===== src/rtl/reg_file_scan_pkg.sv =====
// Shared definitions for the scanned register file: default geometry and the
// scan engine state encoding used by the top level.
package reg_file_scan_pkg;

    // Default geometry of the register store
    localparam int DEF_WIDTH = 32;
    localparam int DEF_DEPTH = 32;
    localparam int DEF_AW    = 5;

    // Scan engine state encoding, kept as plain constants so older tools and
    // waveform decoders see stable numeric values
    typedef logic [1:0] scan_state_t;

    localparam scan_state_t ST_IDLE = 2'd0;
    localparam scan_state_t ST_LOAD = 2'd1;
    localparam scan_state_t ST_SEND = 2'd2;

endpackage


===== src/rtl/reg_file_scan_if.sv =====
// Bus bundle for the scanned register file: write port, two read ports and
// the valid/ready scan-out stream. The master side drives requests, the slave
// side is the register file itself.
interface reg_file_scan_if
    import reg_file_scan_pkg::*;
#(
    parameter int WIDTH = DEF_WIDTH,
    parameter int AW    = DEF_AW
);

    // Write port
    logic             W;
    logic [AW-1:0]    WN;
    logic [WIDTH-1:0] WD;

    // Read ports
    logic [AW-1:0]    RN1;
    logic [AW-1:0]    RN2;
    logic [WIDTH-1:0] RD1;
    logic [WIDTH-1:0] RD2;

    // Scan-out stream
    logic             scan_go;
    logic             scan_vld;
    logic             scan_rdy;
    logic [AW-1:0]    scan_idx;
    logic [WIDTH-1:0] scan_dat;
    logic             scan_busy;

    modport master (
        output W, WN, WD, RN1, RN2, scan_go, scan_rdy,
        input  RD1, RD2, scan_vld, scan_idx, scan_dat, scan_busy
    );

    modport slave (
        input  W, WN, WD, RN1, RN2, scan_go, scan_rdy,
        output RD1, RD2, scan_vld, scan_idx, scan_dat, scan_busy
    );

endinterface


===== src/rtl/reg_file_scan_core.sv =====
// Storage array of the register file: one write port, three combinational
// read ports (two datapath operands plus one for the scan engine), entry 0
// hardwired to zero and write-through bypass on every read port.
module reg_file_core
    import reg_file_scan_pkg::*;
#(
    parameter int WIDTH = DEF_WIDTH,
    parameter int DEPTH = DEF_DEPTH,
    parameter int AW    = DEF_AW
) (
    input  logic             i_clk,
    input  logic             i_rst,
    input  logic             i_we,
    input  logic [AW-1:0]    i_wn,
    input  logic [WIDTH-1:0] i_wd,
    input  logic [AW-1:0]    i_rn1,
    input  logic [AW-1:0]    i_rn2,
    input  logic [AW-1:0]    i_rn3,
    output logic [WIDTH-1:0] o_rd1,
    output logic [WIDTH-1:0] o_rd2,
    output logic [WIDTH-1:0] o_rd3
);

    // Entry 0 is never written, so it stays at its reset value of zero
    logic [WIDTH-1:0] r_mem [DEPTH];

    logic [WIDTH-1:0] w_rd1;
    logic [WIDTH-1:0] w_rd2;
    logic [WIDTH-1:0] w_rd3;

    // Array update: writes to entry 0 are dropped, reset clears every entry
    always_ff @(posedge i_clk or posedge i_rst) begin
        if (i_rst) begin
            for (int i = 0; i < DEPTH; i++) begin
                r_mem[i] <= '0;
            end
        end else if (i_we && (i_wn != '0)) begin
            r_mem[i_wn] <= i_wd;
        end
    end

    // Read muxes: stored value, overridden by a same-cycle write, and forced
    // to zero for register 0 regardless of any write aimed at it
    always_comb begin
        w_rd1 = r_mem[i_rn1];
        if (i_we && (i_wn == i_rn1)) begin
            w_rd1 = i_wd;
        end
        if (i_rn1 == '0) begin
            w_rd1 = '0;
        end

        w_rd2 = r_mem[i_rn2];
        if (i_we && (i_wn == i_rn2)) begin
            w_rd2 = i_wd;
        end
        if (i_rn2 == '0) begin
            w_rd2 = '0;
        end

        w_rd3 = r_mem[i_rn3];
        if (i_we && (i_wn == i_rn3)) begin
            w_rd3 = i_wd;
        end
        if (i_rn3 == '0) begin
            w_rd3 = '0;
        end
    end

    assign o_rd1 = w_rd1;
    assign o_rd2 = w_rd2;
    assign o_rd3 = w_rd3;

endmodule


===== src/rtl/reg_file_scan.sv =====
// Register file with debug scan-out. The core provides storage and operand
// reads; this wrapper adds a three-state engine that snapshots each entry in
// turn and streams it over a valid/ready handshake.
module reg_file_scan
    import reg_file_scan_pkg::*;
#(
    parameter int WIDTH = DEF_WIDTH,
    parameter int DEPTH = DEF_DEPTH,
    parameter int AW    = DEF_AW
) (
    input  logic           clk,
    input  logic           reset,
    reg_file_scan_if.slave bus
);

    localparam logic [AW-1:0] LAST_IDX = AW'(DEPTH - 1);

    scan_state_t      r_state;
    logic [AW-1:0]    r_idx;
    logic             r_vld;
    logic [AW-1:0]    r_sidx;
    logic [WIDTH-1:0] r_sdat;
    logic             r_busy;

    logic [WIDTH-1:0] w_rd1;
    logic [WIDTH-1:0] w_rd2;
    logic [WIDTH-1:0] w_scan_rd;

    reg_file_core #(
        .WIDTH (WIDTH),
        .DEPTH (DEPTH),
        .AW    (AW)
    ) u_core (
        .i_clk (clk),
        .i_rst (reset),
        .i_we  (bus.W),
        .i_wn  (bus.WN),
        .i_wd  (bus.WD),
        .i_rn1 (bus.RN1),
        .i_rn2 (bus.RN2),
        .i_rn3 (r_idx),
        .o_rd1 (w_rd1),
        .o_rd2 (w_rd2),
        .o_rd3 (w_scan_rd)
    );

    // Scan engine: LOAD captures one entry (with bypass) into the output
    // holding register, SEND holds it until accepted, then moves on or stops
    always_ff @(posedge clk or posedge reset) begin
        if (reset) begin
            r_state <= ST_IDLE;
            r_idx   <= '0;
            r_vld   <= 1'b0;
            r_sidx  <= '0;
            r_sdat  <= '0;
            r_busy  <= 1'b0;
        end else begin
            case (r_state)
                ST_IDLE: begin
                    if (bus.scan_go) begin
                        r_idx   <= '0;
                        r_busy  <= 1'b1;
                        r_state <= ST_LOAD;
                    end
                end
                ST_LOAD: begin
                    r_sdat  <= w_scan_rd;
                    r_sidx  <= r_idx;
                    r_vld   <= 1'b1;
                    r_state <= ST_SEND;
                end
                ST_SEND: begin
                    if (r_vld && bus.scan_rdy) begin
                        r_vld <= 1'b0;
                        if (r_idx == LAST_IDX) begin
                            r_busy  <= 1'b0;
                            r_state <= ST_IDLE;
                        end else begin
                            r_idx   <= r_idx + 1'b1;
                            r_state <= ST_LOAD;
                        end
                    end
                end
                default: begin
                    r_vld   <= 1'b0;
                    r_busy  <= 1'b0;
                    r_state <= ST_IDLE;
                end
            endcase
        end
    end

    assign bus.RD1       = w_rd1;
    assign bus.RD2       = w_rd2;
    assign bus.scan_vld  = r_vld;
    assign bus.scan_idx  = r_sidx;
    assign bus.scan_dat  = r_sdat;
    assign bus.scan_busy = r_busy;

endmodule

===== src/flat_wrapper.sv =====
// flat-port wrapper written by rule: the top's interface ports become plain ports
module reg_file_scan_flat import reg_file_scan_pkg::*;
#(
    parameter int WIDTH = DEF_WIDTH,
    parameter int DEPTH = DEF_DEPTH,
    parameter int AW    = DEF_AW
)
  (clk, reset, bus_W, bus_WN, bus_WD, bus_RN1, bus_RN2, bus_scan_go, bus_scan_rdy, bus_RD1, bus_RD2, bus_scan_vld, bus_scan_idx, bus_scan_dat, bus_scan_busy);
  reg_file_scan_if #(.WIDTH(WIDTH), .AW(AW)) bus_i ();
  input  logic clk;
  input  logic reset;
  input wire logic [$bits(bus_i.W)-1:0] bus_W;
  input wire logic [$bits(bus_i.WN)-1:0] bus_WN;
  input wire logic [$bits(bus_i.WD)-1:0] bus_WD;
  input wire logic [$bits(bus_i.RN1)-1:0] bus_RN1;
  input wire logic [$bits(bus_i.RN2)-1:0] bus_RN2;
  input wire logic [$bits(bus_i.scan_go)-1:0] bus_scan_go;
  input wire logic [$bits(bus_i.scan_rdy)-1:0] bus_scan_rdy;
  output wire logic [$bits(bus_i.RD1)-1:0] bus_RD1;
  output wire logic [$bits(bus_i.RD2)-1:0] bus_RD2;
  output wire logic [$bits(bus_i.scan_vld)-1:0] bus_scan_vld;
  output wire logic [$bits(bus_i.scan_idx)-1:0] bus_scan_idx;
  output wire logic [$bits(bus_i.scan_dat)-1:0] bus_scan_dat;
  output wire logic [$bits(bus_i.scan_busy)-1:0] bus_scan_busy;
  assign bus_i.W = bus_W;
  assign bus_i.WN = bus_WN;
  assign bus_i.WD = bus_WD;
  assign bus_i.RN1 = bus_RN1;
  assign bus_i.RN2 = bus_RN2;
  assign bus_i.scan_go = bus_scan_go;
  assign bus_i.scan_rdy = bus_scan_rdy;
  assign bus_RD1 = bus_i.RD1;
  assign bus_RD2 = bus_i.RD2;
  assign bus_scan_vld = bus_i.scan_vld;
  assign bus_scan_idx = bus_i.scan_idx;
  assign bus_scan_dat = bus_i.scan_dat;
  assign bus_scan_busy = bus_i.scan_busy;
  reg_file_scan #(.WIDTH(WIDTH), .DEPTH(DEPTH), .AW(AW)) u_core (.clk(clk), .reset(reset), .bus(bus_i));
endmodule

===== config.mk =====
export PLATFORM = sky130hd
export DESIGN_NAME = reg_file_scan_flat
export DESIGN_NICKNAME = d
export VERILOG_FILES = /design/src/rtl/reg_file_scan_pkg.sv /design/src/rtl/reg_file_scan_if.sv /design/src/rtl/reg_file_scan_core.sv /design/src/rtl/reg_file_scan.sv /design/src/flat_wrapper.sv
export SDC_FILE = /design/constraint.sdc
export NUM_CORES = 2
export LEC_CHECK = 0
export CAP_MARGIN = 20
export CORE_ASPECT_RATIO = 1.25
export CORE_MARGIN = 4
export CORE_UTILIZATION = 35
export CTS_CLUSTER_SIZE = 40
export DETAILED_ROUTE_END_ITERATION = 10
export GPL_TIMING_DRIVEN = 0
export PLACE_DENSITY_LB_ADDON = 0.15
export REMOVE_ABC_BUFFERS = 1
export SETUP_SLACK_MARGIN = 0.15
export SKIP_CTS_REPAIR_TIMING = 1
export SLEW_MARGIN = 5
export SYNTH_ARGS = -nofsm -noshare
export SYNTH_HDL_FRONTEND = slang
export SYNTH_SLANG_ARGS = --single-unit

===== constraint.sdc =====
create_clock -name clk -period 39.6 [get_ports clk]
set_input_delay 5.94 -clock clk [delete_from_list [all_inputs] [get_ports clk]]
set_output_delay 5.94 -clock clk [all_outputs]
set_load 0.03 [all_outputs]

## Word level (Yosys, flattened, before mapping)

Index checks and enable logic that the tools add are counted.

- Bits in registers: 1,070

- $add $sub $neg: 1
- Order comparisons: 5
- Equality and inequality tests: 10
- Muxes and demuxes: 32
- Bitwise operators: 6
- Reduce and logical (&&, ||, !) cells: 16

Operator list:

| operator | number |
|---|---|
| bitwise mux 1024 bit | 1 |
| binary-select mux 32 bit (select 5 bit) | 3 |
| 2-to-1 mux 32 bit | 13 |
| demux 32 bit (select 5 bit) | 1 |
| >= comparator 6 bit, second input constant | 4 |
| inverter 5 -> 6 bit | 4 |
| equality test 5 bit | 3 |
| logical NOT 5 bit | 3 |
| 2-to-1 mux 5 bit | 3 |
| one-hot mux 5 bit (2 select lines) | 1 |
| != test 2 bit, second input constant | 4 |
| AND reduction 4 bit | 2 |
| logical AND 1 bit | 6 |
| < comparator 6 x 1 -> 1 bit, second input constant | 1 |
| one-hot mux 1 bit (3 select lines) | 2 |
| one-hot mux 2 bit (3 select lines) | 1 |
| adder 5 x 1 -> 5 bit, second input constant | 1 |
| equality test 5 bit, second input constant | 1 |
| 2-to-1 mux 1 bit | 5 |
| nonzero test 5 bit | 1 |
| 2-to-1 mux 2 bit | 2 |
| AND reduction 2 bit | 2 |
| equality test 2 x 1 -> 1 bit, second input constant | 1 |
| equality test 2 bit, second input constant | 1 |
| other kinds (3) | 4 |

## Depth between registers and ports, before layout

- Depth in word-level cells: 6
- Gate-level depth with buffers: 12
- Depth with buffers taken out: 9

## Modules after synthesis

Synthesis repeated with hierarchy kept, for this count alone.

- Cells, all modules: 4,719
- Area total of the unflattened synthesis: 65,614.2 µm²

Modules (own cells, without submodules):

| module | times used | cells each | area each (µm²) | sequential area each (µm²) |
|---|---|---|---|---|
| reg_file_core | 1 | 4,589 | 63,659.8 | 25,624.6 |
| reg_file_scan | 1 | 130 | 1,954.4 | 1,151.1 |

## Worst setup path after synthesis

Ideal clock, no wire load.

- Path kind: in2out
- From: in bus_RN1[0]
- To: out bus_RD1[7]
- Arrival: 7,915 ps
- Data required time: 33,660 ps
- Path slack: 25,745 ps
- Stages on the path: 9
- Path through: buf_2 buf_2 buf_4 buf_2 buf_4 mux2i_1 a22oi_1 o2111ai_1 a31oi_1

- Cells in the longest elaborated chain, start to end: 6
- Elaborated cells between the ends (all ways): 9
- Classes of those cells: eq/ne (1); mux (5); bitwise (1); reduce/logical (2)

Ends and longest elaborated chain:

| item | RTL line | RTL |
|---|---|---|
| start, declared | flat_wrapper.sv:15 | `input wire logic [$bits(bus_i.RN1)-1:0] bus_RN1;` |
| inverter 5 -> 6 bit (implied by the code) | reg_file_scan_core.sv:45 | `w_rd1 = r_mem[i_rn1];` |
| binary-select mux 32 bit (select 5 bit) | reg_file_scan_core.sv:45 |  |
| 2-to-1 mux 32 bit (implied by the code) (2 in a row) | reg_file_scan_core.sv:45 |  |
| 2-to-1 mux 32 bit | reg_file_scan_core.sv:46 | `if (i_we && (i_wn == i_rn1)) begin` |
| 2-to-1 mux 32 bit * | reg_file_scan_core.sv:49 | `if (i_rn1 == '0) begin` |
| end, declared | flat_wrapper.sv:19 | `output wire logic [$bits(bus_i.RD1)-1:0] bus_RD1;` |

Every way passes the cells marked *; elsewhere a longest branch is shown, timed or not. The select of a mux whose other input is x is not followed.

## Worst setup path after layout

- From: in bus_RN1[4]
- To: out bus_RD1[24]

Same word-level chain as after synthesis.

==> impl_metrics.yaml <==
detailed_routing:
  avgViaCountPerCell: 6.46
  detailroute.via_count: 46033
  drt-pass1-iter-count: 5
  wl_per_cell_um: 36.7
  ant_nets: 0
  drtIter0Drc: 4315
  wirelength_mm: 262
  drc: 0
worst_setup_path:
  r2r_cells: 8
  path_class: "in2out"
  worstPathArrival_ps: 10470
  endpoint_kind: "output pin"
  cp-start-kind: "input port"
  cp_max_fo: 31
  reg2reg_from: "u_core.r_idx[4]$_DFFE_PP0P_"
  crit_start: "bus_RN1[4]"
  reg2reg_to: "u_core.bus.scan_dat[13]$_DFFE_PP0P_"
  ff2ff_setup_slack_ps: 35290
  worstPathRequired_ps: 33660
cts:
  cts_buffers: 130
  clockBufferDepth: 3
  cts_tree: "yes"
  cts_htree_levels: 4
  clk_latency_ps: 790
  clk_pin_slew_ps: 60
  root_buffer: "clkbuf_16"
  cts.sinks: 1070
min_path:
  hp-start: "u_core.u_core.r_mem[1006]$_DFFE_PP0P_"
  hp-class: "reg2reg"
  worstHoldPathCells: 0
  worstHoldEndpoint: "u_core.u_core.r_mem[1006]$_DFFE_PP0P_"
timing:
  finalClockSkew_ps: 23.3
  fin_setup_tns_ps: 0
  finalCritPeriodShare_pct: 41.4
  worst_slew_pin_slew_ps: 1130
  slew_violations: 0
  relSlewSlack_pct: 25.0
  rsz0062_at_grt: "no"
  fmax_mhz: 60.9
  setup_violations: 0
  hold_viol: 0
  timing.final.crit_period_ps: 16410
yosys:
  yosys_warnings: 0
  synth_cells: 4698
  synth_edf_count: 0
  dominantRegCellSynth: "dfrtp_1"
  async_reset_ff_share_pct: 100
  synth-seq-area-share_pct: 41.5
  syn_avg_cell_area_um2: 13.7
  syn-cell-area_um2: 64600
  yosysUniqueCellTypes: 53
  ys_ff_latch: 1070
global_routing:
  antenna_found_initial: 13
  grt_pass1_wl_mm: 369
  grt_max_degree: 113
  grt_pass1_vias: 46930
  grt_use_total_pct: 27.1
  grt-ovfl-total: 0
power:
  pwr-share-clk_pct: 31.5
  leakage_uw: 0.0314
  p_seq_share_pct: 38.1
  power_uw: 3970
  combPwrFrac_pct: 30.3
  switching_power_uw: 1290
  switching_share_pct: 32.6
  intPower_uw: 2670
  cellPowerDensity_nw_per_um2: 52.2
  irDropWorstVdd_mv: 0.0510
layout:
  fin_cells: 7129
  drive_above_1_share_pct: 34.2
  final_area_um2: 75900
  area_delta_synth_final_pct: 17.6
  layout.nets: 4683
  post-route-util_pct: 41.3
floorplan:
  dieHeight_um: 488
  start_util_pct: 35.2
  core_um2: 184000
  dieWidth_um: 392
  fp-row-count: 176
  dieArea_um2: 191000
  io_pins: 155
place:
  dp_hpwl_mm: 163
  dpl-instance-area_um2: 71500
  routabilityCongestion: 0.750
  io_buffers: 154
  place_inst: 6893
run:
  max_cap_viol_count: 0
run_status:
  status: "complete, no violations"
## power by group through the flow
stage / logic, uW / clock network, uW / registers (uW)
2_1_floorplan: 879 / 0 / 1530
3_3_place_gp: 1400 / 0 / 1620
3_5_place_dp: 1200 / 0 / 1520
4_1_cts: 1200 / 1280 / 1500
5_1_grt: 1270 / 1310 / 1540
6_report: 1200 / 1250 / 1510
## routing by layer
metal | share of wire, % | track usage [%] | up-vias
met5 | 0.0042 | 0 | -
met3 | 6.9 | 5.04 | 501
met2 | 47 | 43.3 | 1951
met1 | 42 | 36.6 | 25083
li1 | - | - | 18496
met4 | 4.2 | 10.7 | 2
## cells in the final DEF (no fill, tap or decap), types with 40 or more instances in the layout
master           Yosys  routed
dfrtp_1           1070    1065
mux2_2             600     600
mux4_2             536     536
mux2i_1            483     483
mux2_1             453     453
a22oi_1            182     182
o22ai_1            152     152
clkdlybuf4s50_1      0     143
clkbuf_16            0     136
buf_16               0     101
a21oi_1             86      85
nand2_1             86      71
a221o_1             45      45
a22o_1              43      43
buf_12               0      43
a2111oi_0           42      42
buf_8                0      40
## cells by family (layout without fill, tap and decap cells)
| family | count (synthesis) | in the layout | share of synthesized area (%) |
|---|---|---|---|
| compound gates | 675 | 675 | 7.66 |
| flops | 1070 | 1070 | 41.5 |
| buf+inv | 561 | 585 | 3.70 |
| mux | 2072 | 2072 | 44.5 |
| fa+ha+maj | 3 | 3 | 0.0581 |
| xor+xnor | 17 | 17 | 0.231 |
| simple gates | 300 | 300 | 2.33 |
| other cells | 0 | 4 | 0 |
## how the worst max path moves through the flow
stage	end	depth (start not counted)
after detailed placement	bus_RD1[24]	7
after global placement	u_core.bus.scan_dat[2]$_DFFE_PP0P_	2
after floorplan	u_core.bus.scan_busy$_DFFE_PP0P_	1
final	bus_RD1[24]	7
after global routing	bus_RD1[24]	7
after CTS	bus_RD1[24]	7
## critical path, stage by stage
cell and delay, ps:
buf_4 550, or2_1 830, or4_2 810, buf_16 250, nor2b_4 770, a221o_1 420, clkdlybuf4s50_1 720
## synth_stat cells, drive strengths merged (18+ instances only)
| library cell | instances | area share, % |
|---|---|---|
| dfrtp | 1070 | 41 |
| mux2 | 1053 | 18 |
| mux4 | 536 | 19 |
| mux2i | 483 | 7.5 |
| clkbuf | 335 | 1.9 |
| buf | 217 | 1.7 |
| a22oi | 182 | 2.1 |
| o22ai | 152 | 1.5 |
| a21oi | 86 | 0.67 |
| nand2 | 86 | 0.50 |
| nor2 | 46 | 0.27 |
| a221o | 45 | 0.70 |
| a22o | 43 | 0.58 |
| a2111oi | 42 | 0.57 |
| nor3 | 40 | 0.31 |
| nor4 | 38 | 0.37 |
| o21ai | 32 | 0.25 |
| nand3 | 28 | 0.22 |
| o221a | 27 | 0.47 |
| a211o | 18 | 0.24 |
## sequential cells by signal (all words and copies together), names as in the netlist
name	cells
u_core.bus.scan_dat	32
u_core.r_idx	5
u_core.u_core.r_mem	1024
u_core.bus.scan_vld	1
u_core.bus.scan_busy	1
u_core.r_state	2
u_core.bus.scan_idx	5
## layout make-up
| class | instances | area, um^2 |
|---|---|---|
| flip-flops and latches | 1070 | 26800 |
| well taps | 2403 | 3010 |
| inverters | 9 | 46.3 |
| fillers | 16898 | 108000 |
| repair buffers | 350 | 5860 |
| clock buffers | 196 | 3940 |
| diodes | 4 | 10.0 |
| multi-input cells | 3067 | 35800 |
| clock inverters | 30 | 433 |
## per-stage QoR
| stage | hold slack, ps | worst slack (ps) |
|---|---|---|
| CTS | 416 | 23310 |
| global route | 432 | 23290 |
| global placement | 395 | -11590 |
| detailed placement | 403 | 23320 |
| finish | 415 | 23190 |
| floorplan | 381 | 3540 |
(Power assumes the default switching activity.)
